**src/rtl/ddr_arbiter.sv**
```systemverilog
// ddr_arbiter: two-requester arbiter in front of a MIG-style DDR user interface.
//
// A write requester and a read requester each ask for a burst of len beats
// starting at addr. When both ask at once in IDLE, the side that did not win
// last time is granted (round-robin). The granted burst runs until it completes.
// New grants are only issued when calibration is done.
//
// Ports
//   ui_clk, ui_rst_n        clock (rising edge), asynchronous active-low reset
//   init_calib_complete     MIG calibration done; gates new grants only
//   wr_req/addr/len         write request; wr_grant held for the burst,
//                           wr_done pulses once after the last accepted beat
//   wr_data_rd, wr_data     FWFT FIFO pop and the write beat at its head
//   rd_req/addr/len         read request; rd_grant held for the burst,
//                           rd_done pulses together with the last rd_data_vld
//   rd_data, rd_data_vld    returned read beats, one cycle after the MIG
//   app_*                   MIG command, write-data and read-data channels
//   state_dbg               current FSM state (IDLE=0, WR=1, RD_CMD=2, RD_WAIT=3)
//
// Handshake: a MIG command is accepted on a cycle with app_en=1 and app_rdy=1.
// A write beat additionally needs app_wdf_rdy=1. In WR, command and data are
// issued together, so app_en/app_wdf_wren/app_wdf_end/wr_data_rd are all the
// same combinational term app_rdy & app_wdf_rdy.
module ddr_arbiter #(
  parameter int ADDR_W    = 28,
  parameter int DATA_W    = 128,
  parameter int LEN_W     = 8,
  parameter int ADDR_STEP = 8
) (
  input  logic              ui_clk,
  input  logic              ui_rst_n,
  input  logic              init_calib_complete,
  input  logic              wr_req,
  input  logic [ADDR_W-1:0] wr_addr,
  input  logic [LEN_W-1:0]  wr_len,
  output logic              wr_grant,
  output logic              wr_done,
  output logic              wr_data_rd,
  input  logic [DATA_W-1:0] wr_data,
  input  logic              rd_req,
  input  logic [ADDR_W-1:0] rd_addr,
  input  logic [LEN_W-1:0]  rd_len,
  output logic              rd_grant,
  output logic              rd_done,
  output logic [DATA_W-1:0] rd_data,
  output logic              rd_data_vld,
  output logic [ADDR_W-1:0] app_addr,
  output logic [2:0]        app_cmd,
  output logic              app_en,
  input  logic              app_rdy,
  output logic [DATA_W-1:0] app_wdf_data,
  output logic              app_wdf_wren,
  output logic              app_wdf_end,
  input  logic              app_wdf_rdy,
  input  logic [DATA_W-1:0] app_rd_data,
  input  logic              app_rd_data_valid,
  output logic [1:0]        state_dbg
);

  typedef enum logic [1:0] {
    IDLE    = 2'd0,
    WR      = 2'd1,
    RD_CMD  = 2'd2,
    RD_WAIT = 2'd3
  } state_t;

  state_t            state;
  logic              last_rd;   // 1 when the last grant went to the reader
  logic [LEN_W-1:0]  len_q;
  logic [LEN_W-1:0]  beat_cnt;  // accepted write beats or read commands
  logic [LEN_W-1:0]  ret_cnt;   // returned read beats

  logic              wr_ok;
  logic              rd_ok;
  logic              pick_wr;
  logic              wr_beat;
  logic              rd_cmd_acc;
  logic              rd_ret;
  logic [LEN_W-1:0]  beat_nxt;
  logic [LEN_W-1:0]  ret_nxt;
  logic [ADDR_W-1:0] addr_nxt;

  // Zero-length requests are treated as no request at all.
  assign wr_ok   = wr_req && (wr_len != '0);
  assign rd_ok   = rd_req && (rd_len != '0);
  // On a tie the writer wins only if the reader had the last grant.
  assign pick_wr = wr_ok && (!rd_ok || last_rd);

  assign wr_beat    = (state == WR) && app_rdy && app_wdf_rdy;
  assign rd_cmd_acc = (state == RD_CMD) && app_rdy;
  // Read data is only accepted while a read burst is active; anything else
  // (e.g. leftovers from a burst cut short by reset) is dropped.
  assign rd_ret     = ((state == RD_CMD) || (state == RD_WAIT)) && app_rd_data_valid;

  assign beat_nxt = beat_cnt + LEN_W'(1);
  assign ret_nxt  = ret_cnt + LEN_W'(1);
  // Wraps naturally at 2^ADDR_W.
  assign addr_nxt = app_addr + ADDR_W'(ADDR_STEP);

  assign app_en       = wr_beat || (state == RD_CMD);
  assign app_wdf_wren = wr_beat;
  assign app_wdf_end  = wr_beat;
  assign wr_data_rd   = wr_beat;
  assign app_wdf_data = (state == WR) ? wr_data : '0;
  assign state_dbg    = state;

  always_ff @(posedge ui_clk or negedge ui_rst_n) begin
    if (!ui_rst_n) begin
      state       <= IDLE;
      last_rd     <= 1'b1;
      len_q       <= '0;
      beat_cnt    <= '0;
      ret_cnt     <= '0;
      app_addr    <= '0;
      app_cmd     <= 3'b000;
      wr_grant    <= 1'b0;
      rd_grant    <= 1'b0;
      wr_done     <= 1'b0;
      rd_done     <= 1'b0;
      rd_data     <= '0;
      rd_data_vld <= 1'b0;
    end else begin
      wr_done     <= 1'b0;
      rd_done     <= 1'b0;
      rd_data_vld <= 1'b0;

      if (rd_ret) begin
        rd_data     <= app_rd_data;
        rd_data_vld <= 1'b1;
        ret_cnt     <= ret_nxt;
      end

      case (state)
        IDLE: begin
          if (init_calib_complete && (wr_ok || rd_ok)) begin
            beat_cnt <= '0;
            ret_cnt  <= '0;
            last_rd  <= !pick_wr;
            if (pick_wr) begin
              app_addr <= wr_addr;
              len_q    <= wr_len;
              app_cmd  <= 3'b000;
              wr_grant <= 1'b1;
              state    <= WR;
            end else begin
              app_addr <= rd_addr;
              len_q    <= rd_len;
              app_cmd  <= 3'b001;
              rd_grant <= 1'b1;
              state    <= RD_CMD;
            end
          end
        end

        WR: begin
          if (wr_beat) begin
            app_addr <= addr_nxt;
            beat_cnt <= beat_nxt;
            if (beat_nxt == len_q) begin
              wr_done  <= 1'b1;
              wr_grant <= 1'b0;
              state    <= IDLE;
            end
          end
        end

        RD_CMD: begin
          if (rd_cmd_acc) begin
            app_addr <= addr_nxt;
            beat_cnt <= beat_nxt;
            if (beat_nxt == len_q) state <= RD_WAIT;
          end
          // Completion on the return side takes precedence over command issue.
          if (rd_ret && (ret_nxt == len_q)) begin
            rd_done  <= 1'b1;
            rd_grant <= 1'b0;
            state    <= IDLE;
          end
        end

        RD_WAIT: begin
          if (rd_ret && (ret_nxt == len_q)) begin
            rd_done  <= 1'b1;
            rd_grant <= 1'b0;
            state    <= IDLE;
          end
        end

        default: state <= IDLE;
      endcase
    end
  end

endmodule

```
**config.mk**
```make
export PLATFORM = sky130hd
export DESIGN_NAME = ddr_arbiter
export DESIGN_NICKNAME = d
export VERILOG_FILES = /design/src/rtl/ddr_arbiter.sv
export SDC_FILE = /design/constraint.sdc
export NUM_CORES = 1
export LEC_CHECK = 0
export CAP_MARGIN = 10
export CORE_AREA = 2 2 248 250
export DETAILED_ROUTE_END_ITERATION = 10
export DIE_AREA = 0 0 250 252
export PLACE_DENSITY = 0.43
export SYNTH_ARGS = -nofsm -noshare
export SYNTH_HDL_FRONTEND = slang
export SYNTH_SLANG_ARGS = --single-unit
```
**constraint.sdc**
```tcl
create_clock -name ui_clk -period 3.6 [get_ports ui_clk]
set_input_delay 0.36 -clock ui_clk [delete_from_list [all_inputs] [get_ports ui_clk]]
set_output_delay 0.36 -clock ui_clk [all_outputs]
set_load 0.02 [all_outputs]
```
==> metrics.md <==
| Metric | Value |
|---|---|
| Status | `complete, no violations` |
| Clk pwr share | `0.145` |
| Clk_skew | `11.6 ps` |
| Number of synthesized register bits | `189` |
| Routed vias/inst | `4.01` |
| R2R depth | `8` |
| Met3 Use GR | `0.0511` |
| ANT nets after route | `0` |
| CP arrival | `2630 ps` |
| CP Cell Sequence | `inv_1 -> ha_4 -> buf_12 -> and2_1 -> clkdlybuf4s50_1` |
| Die X | `250 um` |
| Final setup viols | `0` |
| Syn Area/Cell | `8.58 sq um` |
| Worst Tran Pin Value | `742 ps` |
| Layout cells sized above 1 | `0.0575` |
| Final Core Density | `0.294` |
| Ys flop type | `dfrtp_1` |
| Clock tree from TritonCTS | `built` |
| Met2 Usage GRT | `0.281` |
| Hold buffer count at cts | `1` |
| Compound-gate portion of the synthesized area | `0.0827` |
| Initial DRC count | `377` |
| Mapped cell area | `0.00982 sq mm` |
| Area share of the largest cell type after synthesis | `0.479` |
| Area Overhead vs Synth | `79.9%` |
| Final instance area | `0.0177 sq mm` |
| WP buf/inv | `3` |
| Vias in the first global route | `10800` |
| Synth cell types | `67` |
| Post-synth EDFFs | `0` |
| Critical path class | `reg2out` |
| Slowest CP cell | `clkdlybuf4s50_1` |
| Number of max-cap violations | `0` |
| Hold depth | `3` |
| Area contributors post-synth | `dfrtp_1, nand2_1, and2_1` |
| Pin count of the biggest net entering global routing | `135` |
| Pwr Density | `782 mW/mm^2` |
| Adder-Cell Fraction of Synth Area | `0.0115` |
| TNS Setup | `0 ps` |
| CP endpoint kind | `primary output` |
| Initial antenna violation count | `5` |
| CTS max path bufs | `2` |
| Max Clk Rate | `0.334 GHz` |
| Startpoint types | `register` |
| Instance count on the critical path | `5` |
| Switching Fraction | `0.452` |
| Cell area after placement | `0.0170 sq mm` |
| Nets@finish | `2087` |
| DIE HEIGHT | `252 um` |
| Clock root buffer | `clkbuf_16` |
| Via Count | `10200` |
| Fin crit period | `2990 ps` |
| Count leader, synth | `nand2_1` |
| RSZ-0062 raised after global routing | `no` |
| Syn Inst Count | `1144` |
| PortBufs | `631` |
| Top cell family by delay on the critical path | `buffers and inverters` |
| Comb power frac | `0.573` |
| Routed Wire Length | `47.6 mm` |
| Post-synthesis simple-gate area fraction | `0.314` |
| Worst R2R Setup Slack | `1000 ps` |
| Hold crit path type | `in2reg` |
| Clk slew on worst S/H paths | `80 ps` |
| Dominant cell type by area after synthesis | `dfrtp_1` |
| First-pass GRT wire length | `69.6 mm` |
| CTS Sinks | `189` |
| Largest family of logic cells by synthesized area | `simple AND/OR/NAND/NOR gates` |
| Post-DP HPWL | `37.7 mm` |
| Yosys warns | `0` |
| Skew-Pair Late Insertion Delay | `490 ps` |
| Fraction of synthesized area in multiplexers | `0.0515` |
| Psw | `6.24 mW` |
| Hold Crit Endpoint | `rd_data[122]$_DFFE_PN0P_` |
| Final Hold Fails | `0` |
| Critical Path RT | `3240 ps` |
| Internal | `7.58 mW` |
| DRT Pass-1 Iters | `4` |
| Num CTS Buffers | `17` |
| GRT met1 Usage | `0.145` |
| Starting Density | `0.163` |
| Peak supply drop | `0.437 mV` |
| Leakage | `7.60 nW` |
| Period utilization | `0.831` |
| Synth top cells by count | `nand2_1, dfrtp_1, and2_1` |
| Post-synthesis xor/xnor area fraction | `0.0205` |
| GR Overflow Total | `0` |
| Flop pwr share | `0.281` |
| Post-CTS Setup Inserts | `0` |
| Total global-route track usage | `0.148` |
| # rows | `90` |
| Num ports | `634` |
| Top Usage Layer GRT | `met2` |
| Worst r2r dst | `app_addr[25]$_DFFE_PN0P_` |
| DRC violations left | `0` |
| Post-synthesis sequential area ratio | `0.482` |
| DR WL/cell | `18.7 um` |
| Gpl congestion | `0.862` |
| Clock H-tree levels | `4` |
| Die Area | `0.0630 sq mm` |
| Rel. slew slack | `0.505` |
| Max FO, Critical Path | `130` |
| Critical Path Max Stage Delay | `660 ps` |
| Post-synthesis async set-or-reset flop share | `1.00` |
| Post-cts resize count | `0` |
| Hold Startpoint | `app_rd_data[122]` |
| RR Startpoint | `state_dbg[0]$_DFFE_PN0P_` |
| Final slew viol count | `0` |
| Core area | `0.0601 sq mm` |
[power by group through the flow]
stage	Sequential, mW	Clock (mW)	Combinational (mW)
after global placement	3.89	0	8.01
after global routing	4.03	2.18	8.54
final	3.89	2.01	7.92
after detailed placement	3.90	0	8.02
after CTS	3.90	2.12	8.03
after floorplan	4.79	0	3.16
[state kept, by name (all words and copies together) (netlist names), 2 cells and up]
name and count:
ret_cnt 8, state_dbg 2, rd_data 128, beat_cnt 8, len_q 8, app_addr 28
[worst register-to-register path, delay by kind of cell (launching register included)]
kind                       cells  cell delay [ps]
AOI/OAI and AO/OA              3              700
muxes                          1              150
and+or+nand+nor                1              380
adders and majority gates      1              320
buffers and inverters          2              390
DFF                            1              530
[area by class of cell]
cell class | count | area, sq um
diodes | 4 | 10.0
clock buffers | 18 | 439
clock inverters | 14 | 174
fillers | 6454 | 42500
inverters | 14 | 55.1
multi-input cells | 872 | 4750
flip-flops and latches | 189 | 4730
well taps | 782 | 978
repair buffers | 648 | 6530
[how the worst max path moves through the flow]
stage / startpoint / slack, ps / to
6_report: state_dbg[1]$_DFFE_PN0P_ / 610 / app_wdf_data[20]
5_1_grt: state_dbg[1]$_DFFE_PN0P_ / 480 / app_wdf_data[43]
3_3_place_gp: wr_len[4] / 650 / app_addr[3]$_DFFE_PN0P_
4_1_cts: state_dbg[1]$_DFFE_PN0P_ / 500 / app_wdf_data[20]
3_5_place_dp: wr_len[4] / 600 / app_addr[25]$_DFFE_PN0P_
2_1_floorplan: app_addr[9]$_DFFE_PN0P_ / 1240 / app_addr[27]$_DFFE_PN0P_
[cell families after synthesis]
kind of cell,Yosys count
AOI/OAI and AO/OA,125
xor gates and xnor gates,23
adders and majority gates,9
buffers and inverters,84
DFF,189
muxes,47
other,1
and+or+nand+nor,666
[through the flow]
step	setup slack (ps)	power (mW)	hold slack, ps	instances
finish	609	13.8	387	2541
global route	481	14.8	350	2541
CTS	500	14.1	330	2537
detailed placement	597	11.9	444	2504
global placement	650	11.9	446	2504
floorplan	1240	7.94	64.4	1145
[layer usage]
| metal | part of all wire | wire (um) |
|---|---|---|
| met2 | 0.54 | 25500 |
| met3 | 0.077 | 3660 |
| met4 | 0.035 | 1680 |
| met5 | 0 | 0 |
| met1 | 0.35 | 16700 |
[placed cells by master (no fill, tap or decap), drive strengths merged, types with 16 or more instances in the layout]
cell	netlist	layout
clkbuf	48	19
o22ai	25	25
buf	22	16
inv	14	20
clkdlybuf4s50	0	630
nand3	32	32
nor2	30	30
mux2i	22	22
nand2	426	426
o21ai	35	35
and2	133	133
dfrtp	188	188
mux2	25	25
a21oi	29	29
Note: power is estimated with default switching activity, not from simulation.
